`src/rtl/vga_pkg.sv`:
```
// vga_pkg: shared constants and types for the 640x480@60 VGA pipeline.
// Rev 1.0
`default_nettype none

package vga_pkg;

  // Sync generator timing, in pixel clocks / lines
  localparam int H_VISIBLE = 640;
  localparam int H_FRONT   = 16;
  localparam int H_SYNC    = 96;
  localparam int H_BACK    = 48;
  localparam int H_TOTAL   = H_VISIBLE + H_FRONT + H_SYNC + H_BACK;
  localparam int V_VISIBLE = 480;
  localparam int V_FRONT   = 10;
  localparam int V_SYNC    = 2;
  localparam int V_BACK    = 33;
  localparam int V_TOTAL   = V_VISIBLE + V_FRONT + V_SYNC + V_BACK;

  // Framebuffer geometry
  localparam int FB_W      = 160;
  localparam int FB_H      = 120;
  localparam int SCALE     = 4;
  localparam int FB_ADDR_W = 15;
  localparam int RGB_W     = 12;
  localparam int LAST_ROW_BASE = 19040;

  typedef enum logic [0:0] {
    UNSYNC = 1'b0,
    RUN    = 1'b1
  } scan_state_t;

  typedef struct packed {
    logic hsync;
    logic vsync;
    logic de;
  } sync_bus_t;

  localparam sync_bus_t SYNC_IDLE = '{hsync: 1'b1, vsync: 1'b1, de: 1'b0};

  function automatic int row_base_max(input int w, input int h);
    return w * (h - 1);
  endfunction

endpackage

`default_nettype wire

```
`src/rtl/vga_fb_scan_if.sv`:
```
// vga_fb_scan_if: framebuffer RAM read port between scan-out and RAM.
// Rev 1.0
`default_nettype none

interface vga_fb_scan_if;
  import vga_pkg::*;

  logic                 ram_en;
  logic [FB_ADDR_W-1:0] ram_addr;
  logic [RGB_W-1:0]     ram_data;

  modport master (output ram_en, output ram_addr, input ram_data);
  modport slave  (input ram_en, input ram_addr, output ram_data);

endinterface

`default_nettype wire

```
`src/rtl/vga_fb_scan_sync_delay.sv`:
```
// sync_delay: DEPTH-stage shift register of {hsync, vsync, de}, reset to idle.
// Rev 1.0
`default_nettype none

module sync_delay
  import vga_pkg::*;
#(
  parameter int DEPTH = 2
) (
  input  wire logic      clock,
  input  wire logic      reset_n,
  input  wire sync_bus_t d,
  output sync_bus_t      q
);

  sync_bus_t stage [DEPTH];

  always_ff @(posedge clock or negedge reset_n) begin
    if (!reset_n) begin
      for (int i = 0; i < DEPTH; i++) stage[i] <= SYNC_IDLE;
    end else begin
      stage[0] <= d;
      for (int i = 1; i < DEPTH; i++) stage[i] <= stage[i-1];
    end
  end

  assign q = stage[DEPTH-1];

endmodule

`default_nettype wire

```
`src/rtl/vga_fb_scan.sv`:
```
// vga_fb_scan: framebuffer scan-out with 4x4 pixel replication and aligned syncs.
// Rev 1.0
`default_nettype none

module vga_fb_scan
  import vga_pkg::*;
#(
  parameter int RD_LAT = 1,
  parameter int FB_W   = vga_pkg::FB_W,
  parameter int FB_H   = vga_pkg::FB_H,
  parameter int SCALE  = vga_pkg::SCALE
) (
  input  wire logic         clock,
  input  wire logic         reset_n,
  input  wire logic         hsync_i,
  input  wire logic         vsync_i,
  input  wire logic         de_i,
  vga_fb_scan_if.master     ram,
  output logic              hsync_o,
  output logic              vsync_o,
  output logic              de_o,
  output logic [RGB_W-1:0]  rgb_o,
  output logic              frame_start
);

  localparam logic [1:0]           SUB_MAX  = 2'(SCALE - 1);
  localparam logic [7:0]           X_MAX    = 8'(FB_W - 1);
  localparam logic [FB_ADDR_W-1:0] ROW_STEP = FB_ADDR_W'(FB_W);
  localparam logic [FB_ADDR_W-1:0] ROW_MAX  = FB_ADDR_W'(row_base_max(FB_W, FB_H));

  scan_state_t          state;
  logic                 vsync_q;
  logic                 de_q;
  logic [1:0]           x_sub;
  logic [7:0]           x_addr;
  logic [1:0]           y_sub;
  logic [FB_ADDR_W-1:0] row_base;
  logic                 en_tap;
  logic [RGB_W-1:0]     rgb_q;
  sync_bus_t            sync_out;

  logic vs_fall;
  logic de_fall;

  assign vs_fall = vsync_q & ~vsync_i;
  assign de_fall = de_q & ~de_i;

  assign ram.ram_en   = (state == RUN) & de_i;
  assign ram.ram_addr = row_base + FB_ADDR_W'(x_addr);

  // vsync_q resets low so a reset released during the vsync pulse is not seen as a fall
  always_ff @(posedge clock or negedge reset_n) begin
    if (!reset_n) begin
      state       <= UNSYNC;
      vsync_q     <= 1'b0;
      de_q        <= 1'b0;
      x_sub       <= '0;
      x_addr      <= '0;
      y_sub       <= '0;
      row_base    <= '0;
      frame_start <= 1'b0;
    end else begin
      vsync_q     <= vsync_i;
      de_q        <= de_i;
      frame_start <= vs_fall;
      if (vs_fall) begin
        state    <= RUN;
        x_sub    <= '0;
        x_addr   <= '0;
        y_sub    <= '0;
        row_base <= '0;
      end else if (state == RUN) begin
        if (de_fall) begin
          x_sub  <= '0;
          x_addr <= '0;
          if (y_sub == SUB_MAX) begin
            y_sub <= '0;
            if (row_base != ROW_MAX) row_base <= row_base + ROW_STEP;
          end else begin
            y_sub <= y_sub + 2'd1;
          end
        end else if (de_i) begin
          if (x_sub == SUB_MAX) begin
            x_sub <= '0;
            if (x_addr != X_MAX) x_addr <= x_addr + 8'd1;
          end else begin
            x_sub <= x_sub + 2'd1;
          end
        end
      end
    end
  end

  // Read-enable delayed to the cycle in which its data is on ram_data
  generate
    if (RD_LAT == 1) begin : g_lat1
      logic en_d;
      always_ff @(posedge clock or negedge reset_n) begin
        if (!reset_n) en_d <= 1'b0;
        else          en_d <= ram.ram_en;
      end
      assign en_tap = en_d;
    end else begin : g_latn
      logic [RD_LAT-1:0] en_pipe;
      always_ff @(posedge clock or negedge reset_n) begin
        if (!reset_n) en_pipe <= '0;
        else          en_pipe <= {en_pipe[RD_LAT-2:0], ram.ram_en};
      end
      assign en_tap = en_pipe[RD_LAT-1];
    end
  endgenerate

  always_ff @(posedge clock or negedge reset_n) begin
    if (!reset_n) rgb_q <= '0;
    else          rgb_q <= en_tap ? ram.ram_data : '0;
  end

  sync_delay #(
    .DEPTH (RD_LAT + 1)
  ) u_sync_delay (
    .clock   (clock),
    .reset_n (reset_n),
    .d       ('{hsync: hsync_i, vsync: vsync_i, de: de_i}),
    .q       (sync_out)
  );

  assign hsync_o = sync_out.hsync;
  assign vsync_o = sync_out.vsync;
  assign de_o    = sync_out.de;
  assign rgb_o   = rgb_q;

endmodule

`default_nettype wire

```
`src/flat_wrapper.sv`:
```
// flat-port wrapper written by rule: the top's interface ports become plain ports
module vga_fb_scan_flat import vga_pkg::*;
#(
  parameter int RD_LAT = 1,
  parameter int FB_W   = vga_pkg::FB_W,
  parameter int FB_H   = vga_pkg::FB_H,
  parameter int SCALE  = vga_pkg::SCALE
)
  (clock, reset_n, hsync_i, vsync_i, de_i, hsync_o, vsync_o, de_o, rgb_o, frame_start, ram_ram_en, ram_ram_addr, ram_ram_data);
  vga_fb_scan_if ram_i ();
  input  wire logic clock;
  input  wire logic reset_n;
  input  wire logic hsync_i;
  input  wire logic vsync_i;
  input  wire logic de_i;
  output logic hsync_o;
  output logic vsync_o;
  output logic de_o;
  output logic [RGB_W-1:0] rgb_o;
  output logic frame_start;
  output wire logic [$bits(ram_i.ram_en)-1:0] ram_ram_en;
  output wire logic [$bits(ram_i.ram_addr)-1:0] ram_ram_addr;
  input wire logic [$bits(ram_i.ram_data)-1:0] ram_ram_data;
  assign ram_ram_en = ram_i.ram_en;
  assign ram_ram_addr = ram_i.ram_addr;
  assign ram_i.ram_data = ram_ram_data;
  vga_fb_scan #(.RD_LAT(RD_LAT), .FB_W(FB_W), .FB_H(FB_H), .SCALE(SCALE)) u_core (.clock(clock), .reset_n(reset_n), .hsync_i(hsync_i), .vsync_i(vsync_i), .de_i(de_i), .ram(ram_i), .hsync_o(hsync_o), .vsync_o(vsync_o), .de_o(de_o), .rgb_o(rgb_o), .frame_start(frame_start));
endmodule
```
`config.mk`:
```
export PLATFORM = sky130hd
export DESIGN_NAME = vga_fb_scan_flat
export DESIGN_NICKNAME = d
export VERILOG_FILES = /design/src/rtl/vga_pkg.sv /design/src/rtl/vga_fb_scan_if.sv /design/src/rtl/vga_fb_scan_sync_delay.sv /design/src/rtl/vga_fb_scan.sv /design/src/flat_wrapper.sv
export SDC_FILE = /design/constraint.sdc
export NUM_CORES = 1
export LEC_CHECK = 0
export CAP_MARGIN = 20
export CORE_MARGIN = 2
export CORE_UTILIZATION = 45
export CTS_BUF_LIST = sky130_fd_sc_hd__clkbuf_4 sky130_fd_sc_hd__clkbuf_8
export DETAILED_ROUTE_END_ITERATION = 6
export PLACE_DENSITY = 0.8
export SETUP_SLACK_MARGIN = 0.2
export SYNTH_ARGS = -nofsm -noshare
export SYNTH_HDL_FRONTEND = slang
export SYNTH_SLANG_ARGS = --single-unit
```
`constraint.sdc`:
```
create_clock -name clock -period 2.1 [get_ports clock]
set_input_delay 0.42 -clock clock [delete_from_list [all_inputs] [get_ports clock]]
set_output_delay 0.42 -clock clock [all_outputs]
set_load 0.02 [all_outputs]
```
==> results of run 1 <==
-- cell usage in the layout, fill, tap and decap left out, types with 3 or more instances in the layout --
master and count:
or3_1 4, ha_1 4, a31oi_1 8, inv_1 3, dfstp_2 4, buf_4 31
nor2_1 16, clkbuf_8 5, xnor2_2 6, nor4_1 3, a22oi_1 3, nand2_1 7
nor2b_1 3, clkdlybuf4s50_1 36, o21ai_0 4, and2_1 15, xnor2_1 11, dfrtp_1 39
nand3_1 4
-- routing by layer --
layer	track usage, %	vias to the layer above
met5	0	-
met4	5.66	0
met3	5.00	6
met2	33.5	39
met1	23.4	792
li1	-	784
-- stage by stage --
step	setup WS [ns]	hold WS, ns
after floorplan	0.150	0.124
after global placement	-0.292	0.347
after detailed placement	-0.334	0.347
after CTS	-0.108	0.0718
after global routing	-0.183	0.0957
final	-0.0971	0.0629
-- kinds of logic (layout without fill, tap and decap cells) --
family / Yosys count / count (layout)
adders and majority gates: 7 / 7
DFF: 44 / 44
muxes: 3 / 3
xor gates and xnor gates: 19 / 19
and+or+nand+nor: 74 / 74
buffers and inverters: 17 / 84
AOI/OAI and AO/OA: 26 / 26
-- cell type report --
class / instances / area (um2) / area share [%]
flip-flops and latches: 44 / 1110 / 37.1
multi-input cells: 129 / 1040 / 34.9
repair buffers: 73 / 644 / 21.6
clock buffers: 5 / 68.8 / 2.31
well taps: 52 / 65.1 / 2.18
clock inverters: 3 / 46.3 / 1.55
inverters: 3 / 11.3 / 0.377
-- power groups by stage --
stage	clock network, W	logic [W]	registers (W)
6_report	0.000666	0.000370	0.000942
5_1_grt	0.000718	0.000408	0.000951
4_1_cts	0.000685	0.000367	0.000942
3_5_place_dp	0	0.000353	0.000955
3_3_place_gp	0	0.000340	0.000951
2_1_floorplan	0	0.000166	0.000974
-- worst max-delay path, delay by kind of cell, from the launching register on --
kind / cells / cell delay [ns]
buffers and inverters: 1 / 0.16
adder cells (fa/ha/maj): 1 / 0.30
AO/OA/AOI/OAI: 2 / 0.33
AND/OR/NAND/NOR: 1 / 0.12
XOR/XNOR: 1 / 0.15
flip-flops: 1 / 0.42
-- worst min-delay path by stage --
stage | to | slack, ns | cells past startpoint | startpoint
2_1_floorplan | u_core.de_q | 0.12 | 0 | reset_n
3_3_place_gp | u_core.u_sync_delay.q[2] | 0.35 | 0 | u_core.u_sync_delay.stage[5]
3_5_place_dp | u_core.u_sync_delay.q[1] | 0.35 | 0 | u_core.u_sync_delay.stage[4]
4_1_cts | u_core.row_base[13] | 0.07 | 1 | reset_n
5_1_grt | u_core.rgb_o[0] | 0.1 | 1 | reset_n
6_report | u_core.rgb_o[1] | 0.06 | 1 | reset_n
-- sequential cells by signal, summed over array words and instances, names as in the netlist, 2 cells and up --
signal and cells:
u_core.x_sub 2, u_core.u_sync_delay.q 3, u_core.rgb_o 12, u_core.u_sync_delay.stage 2, u_core.row_base 10, u_core.y_sub 2
u_core.x_addr 8
-- repair_timing --
| action | CTS | global route |
|---|---|---|
| buffers inserted | 3 | 0 |
| gates resized for setup | 61 | 9 |
| setup endpoints to repair | 11 | 10 |
| pin swaps | 4 | 5 |
==> out/results.tsv, run 1 <==
stage	metric	value	unit
drt	met3 WL	227	um
sta	Least-Margin Pin Slew	0.475	ns
final_layout	design area	2980	um2
global_route	vias in the first global route	1710	
worst_setup_path	Worst EP arrival	1.78	ns
drt	Initial DRC Count	138	
logic_synthesis	main combinational cell family by area after synthesis	simple AND/OR/NAND/NOR gates	
logic_synthesis	Synthesized Nets	214	
power	Power Density	663	nW/um2
drt	total wire length	4460	um
sta	Final Skew	0.00408	ns
worst_setup_path	r2r worst-path depth	5	
drt	first drt pass iteration count	4	
logic_synthesis	mux cell area share after synthesis	1.49	%
power	Sw Pwr	0.000524	W
logic_synthesis	Synth Area in Compound Gates	8.58	%
placed_design	placed insts	298	
logic_synthesis	post-synthesis simple-gate area fraction	21.0	%
final_layout	Layout area overhead	42.1	%
worst_setup_path	CP Cell Sequence	ha_4 -> a21oi_4 -> o21ai_4 -> nand3_2 -> xnor2_2 -> buf_4	
power	Clk pwr share	33.7	%
floorplan	Initial Util	47.6	%
worst_setup_path	crit path from	u_core.x_addr[6]	
clocking	clk buf depth	2	
sta	fin crit period	2.20	ns
worst_setup_path	CP startpoint kind	flop	
outcome	failing checks	negative setup slack	
clocking	worst-skew pair later-pin latency	0.30	ns
sta	Max Clock Freq	455	MHz
global_route	initial antenna violation count	0	
floorplan	Die Width	72.3	um
logic_synthesis	post-synthesis instance total	190	
worst_setup_path	CP required	1.68	ns
worst_setup_path	FF-to-FF End	u_core.x_addr[4]	
placed_design	GP Congestion	0.785	
floorplan	chip height	72.3	um
worst_hold_path	Hold Path Class	input pin to asynchronous set/reset pin	
final_layout	net total in the final layout	280	
sta	setup slack after layout	-0.0971	ns
power	Switching Share	26.5	%
power	Flop pwr share	47.6	%
sta	slew margin rel.	68.4	%
logic_synthesis	Synth Area in Adders	4.17	%
drt	DR top layer	met4	
final_layout	share of layout cells above drive strength 1	30.0	%
final_layout	filler cell count	354	
drt	WL met2	2370	um
worst_setup_path	R2R setup slack	0.41	ns
logic_synthesis	Yosys reg bits	44	
clocking	clock buffer count from CTS	5	
final_layout	ANT cells	0	
logic_synthesis	post-synth top area share	47.7	%
clocking	Sink Count	44	
drt	DR WL/cell	14.4	um
sta	post-route clock period utilization	105	%
clocking	# H-tree levels	2	
floorplan	total core area	4410	um2
drt	drt via density	5.25	
floorplan	die area	5230	um2
clocking	Root Driver	clkbuf_8	
logic_synthesis	xor and xnor area share after synthesis	7.93	%
sta	Final Hold Viols	0	
logic_synthesis	Synth area leader	dfrtp_1	
global_route	GRT Residual Overflow	0	
clocking	CTS Hold Bufs	0	
drt	wire length on met1	1810	um
sta	max-slew violation count	0	
power	total chip power	0.00198	W
worst_setup_path	CP endpoint kind	primary output	
sta	final setup fails	5	
placed_design	# port buffers	48	
drt	post-route ant nets	0	
placed_design	dpl cell area	2770	um2
sta	unrepaired setup endpoints after global routing	true	
global_route	largest net degree at the start of global routing	23	
logic_synthesis	ys async rst share	100	%
logic_synthesis	syn_area_per_cell	11.1	um2
worst_setup_path	Slowest-stage cell, CP	dfrtp_1	
floorplan	Cell Rows	24	
floorplan	Ports	49	
sta	Setup TNS	-0.376	ns
global_route	global-route wire length before repair	7810	um
final_layout	Finished Layout Cells	309	
clocking	CTS tree	built	
worst_setup_path	WS Path Type	flop to primary output	
worst_setup_path	critical path fanouts, max	5	
worst_setup_path	crit path to	ram_ram_addr[14]	
outcome	status	finished, violations left	
power	Int Power	0.00145	W
logic_synthesis	cell with the most instances after synthesis	dfrtp_1	
logic_synthesis	Post-synth top cells	40 x dfrtp_1, 17 x nor2_1, 17 x xnor2_1, 15 x and2_1	
global_route	Total Routing Usage GR	19.2	%
job	max_cap viols	0	
worst_setup_path	RR Startpoint	u_core.x_addr[0]	
logic_synthesis	Cell Area, Synth	2100	um2
final_layout	final core occ	67.6	%
logic_synthesis	Yosys cell types	43	
power	Pleak	1.33	nW
placed_design	HPWL Detailed	3180	um
drt	DRC	0	
worst_setup_path	CP max stage delay	0.42	ns
drt	total number of vias	1621	
logic_synthesis	Area contributors post-synth	dfrtp_1 48%, xnor2_1 7.1%, dfstp_2 5.0%, and2_1 4.5%, ha_1 4.2%	
logic_synthesis	Yosys warnings	0	
clocking	CTS clock-pin slew for the worst setup and hold paths	0.09	ns
logic_synthesis	sequential element share of the synthesized area	52.7	%
power	combinational power share	18.7	%
logic_synthesis	number of enable flip-flop cells after synthesis	0	
power	Max VDD drop	0.407	mV
logic_synthesis	predominant post-synthesis flop cell	dfrtp_1	
No activity file was read; power rests on OpenSTA's default activity.
==> inputs of run 2 (changes only) <==
--- a/config.mk
+++ b/config.mk
@@ -8,3 +8,2 @@
 export CAP_MARGIN = 20
-export CORE_MARGIN = 2
 export CORE_UTILIZATION = 45
@@ -14,2 +13,3 @@
 export SETUP_SLACK_MARGIN = 0.2
+export SLEW_MARGIN = 0
 export SYNTH_ARGS = -nofsm -noshare
--- a/constraint.sdc
+++ b/constraint.sdc
@@ -3,2 +3,2 @@
 set_output_delay 0.42 -clock clock [all_outputs]
-set_load 0.02 [all_outputs]
+set_load 0.005 [all_outputs]
==> out/results.tsv, run 2 (same netlist as run 1, synthesis figures left out) <==
stage	metric	value	unit
outcome	status	finished, violations left	
outcome	failing checks	negative setup slack	
clocking	Sink Count	44	
placed_design	# port buffers	48	
sta	fin crit period	2.19	ns
clocking	# H-tree levels	2	
sta	final setup fails	8	
global_route	Total Routing Usage GR	20.0	%
power	Max VDD drop	0.428	mV
global_route	largest net degree at the start of global routing	22	
clocking	Root Driver	clkbuf_8	
sta	unrepaired setup endpoints after global routing	true	
drt	drt via density	5.29	
clocking	worst-skew pair later-pin latency	0.30	ns
sta	post-route clock period utilization	104	%
floorplan	Initial Util	47.6	%
worst_setup_path	kind of cell adding the most delay to the critical path	buffers and inverters	
final_layout	commonest non-fill, non-tap cell in the layout	dfrtp_1	
sta	Final Hold Viols	0	
global_route	vias in the first global route	1700	
worst_setup_path	Worst EP arrival	1.77	ns
final_layout	net total in the final layout	285	
sta	Least-Margin Pin Slew	0.450	ns
sta	max-slew violation count	0	
floorplan	Cell Rows	24	
global_route	initial antenna violation count	0	
sta	Final Skew	0.00660	ns
final_layout	ANT cells	0	
worst_setup_path	CP startpoint kind	flop	
final_layout	share of layout cells above drive strength 1	29.4	%
worst_setup_path	critical path fanouts, max	3	
sta	setup slack after layout	-0.0919	ns
drt	total number of vias	1661	
sta	slew margin rel.	70.0	%
sta	Setup TNS	-0.366	ns
worst_setup_path	CP endpoint kind	primary output	
worst_setup_path	WP buf/inv	5	
drt	DR WL/cell	14.0	um
worst_setup_path	CP Cell Sequence	ha_4 -> a21oi_4 -> buf_4 -> buf_6 -> buf_6 -> buf_6 -> xnor2_1 -> buf_2	
global_route	global-route wire length before repair	7720	um
floorplan	chip height	70.3	um
worst_setup_path	WS Path Type	flop to primary output	
clocking	clk buf depth	2	
placed_design	Place WS	-0.252	ns
final_layout	filler cell count	357	
placed_design	GP Congestion	0.812	
clocking	clock buffer count from CTS	5	
clocking	CTS clock-pin slew for the worst setup and hold paths	0.09	ns
power	Power Density	615	nW/um2
floorplan	total core area	4410	um2
floorplan	die area	4940	um2
drt	Initial DRC Count	71	
floorplan	Ports	49	
worst_setup_path	CP max stage delay	0.42	ns
clocking	CTS tree	built	
sta	Max Clock Freq	456	MHz
power	Pleak	1.33	nW
worst_setup_path	CP required	1.68	ns
placed_design	HPWL Detailed	3110	um
global_route	GRT Residual Overflow	0	
job	max_cap viols	0	
worst_hold_path	Hold Path Class	input pin to asynchronous set/reset pin	
drt	post-route ant nets	0	
drt	DRC	0	
final_layout	most frequent cells in the layout	40 x dfrtp_1, 36 x clkdlybuf4s50_1, 25 x buf_4	
final_layout	Largest register FFs	12	
floorplan	Die Width	70.3	um
worst_setup_path	critical path's most frequent cell	buf_6	
drt	first drt pass iteration count	4	
final_layout	Layout area overhead	41.1	%
drt	total wire length	4390	um
worst_setup_path	Slowest-stage cell, CP	dfrtp_1	
==> run 2: layout make-up <==
class	count	area [um2]	share of cell area [%]
clock buffers	6	82.6	2.79
clock inverters	2	15.0	0.507
inverters	3	11.3	0.380
multi-input cells	129	1010	34.0
flip-flops and latches	44	1110	37.3
well taps	52	65.1	2.20
repair buffers	78	676	22.8
==> run 2: path summary, 6_finish.rpt <==
path / slack [ns] / from / cells after the start / end
hold / removal: 0.05 / reset_n / 1 / u_core.row_base[11]
setup reg to reg: 0.41 / u_core.x_addr[0] / 5 / u_core.x_addr[3]
hold reg to reg: 0.36 / u_core.u_sync_delay.stage[5] / 0 / u_core.u_sync_delay.q[2]
max in group asynchronous: 1.43 / reset_n / 2 / u_core.u_sync_delay.stage[5]
setup / recovery: -0.09 / u_core.x_addr[6] / 8 / ram_ram_addr[7]
min in group clock: 0.36 / u_core.u_sync_delay.stage[5] / 0 / u_core.u_sync_delay.q[2]
==> run 2: report_power, final <==
part           internal, W  leakage (nW)  total (W)  switching [W]
Clock             0.000266        0.0434   0.000560       0.000293
Sequential        0.000905         0.567   0.000941      0.0000358
Combinational     0.000183         0.717   0.000322       0.000139
==> run 2: through the flow <==
step	hold slack [ns]	cells	power (W)	instance area, um2	util, %
final	0.0520	314	0.00182	2960	67.1
after global routing	0.0765	314	0.00191	2960	67.1
after CTS	0.0540	314	0.00184	2920	66.1
after detailed placement	0.349	297	0.00127	2720	61.7
after global placement	0.346	297	0.00126	2720	61.7
after floorplan	0.124	190	0.00110	2100	-
==> run 2: metal layers <==
layer	GRT usage (%)	up-vias	routed length, um
li1	-	795	-
met1	25.0	808	1910
met2	33.2	50	2190
met3	3.90	8	212
met4	9.56	0	82
met5	0	-	0
==> run 2: repair_timing <==
| action | in CTS | in global routing |
|---|---|---|
| pin swaps | 13 | 4 |
| buffers inserted | 9 | 0 |
| hold buffers | 0 | 0 |
| gates cloned | 0 | 0 |
| endpoints found under the setup margin | 10 | 10 |
| hold endpoints to repair | 0 | 0 |
| resized for setup | 50 | 9 |
==> run 2: worst register-to-register path, stage by stage (launching register included) <==
cell and delay [ns]:
dfrtp_1 0.41, ha_1 0.24, and4_2 0.28, a31oi_4 0.27, or2_1 0.26, a31oi_1 0.11
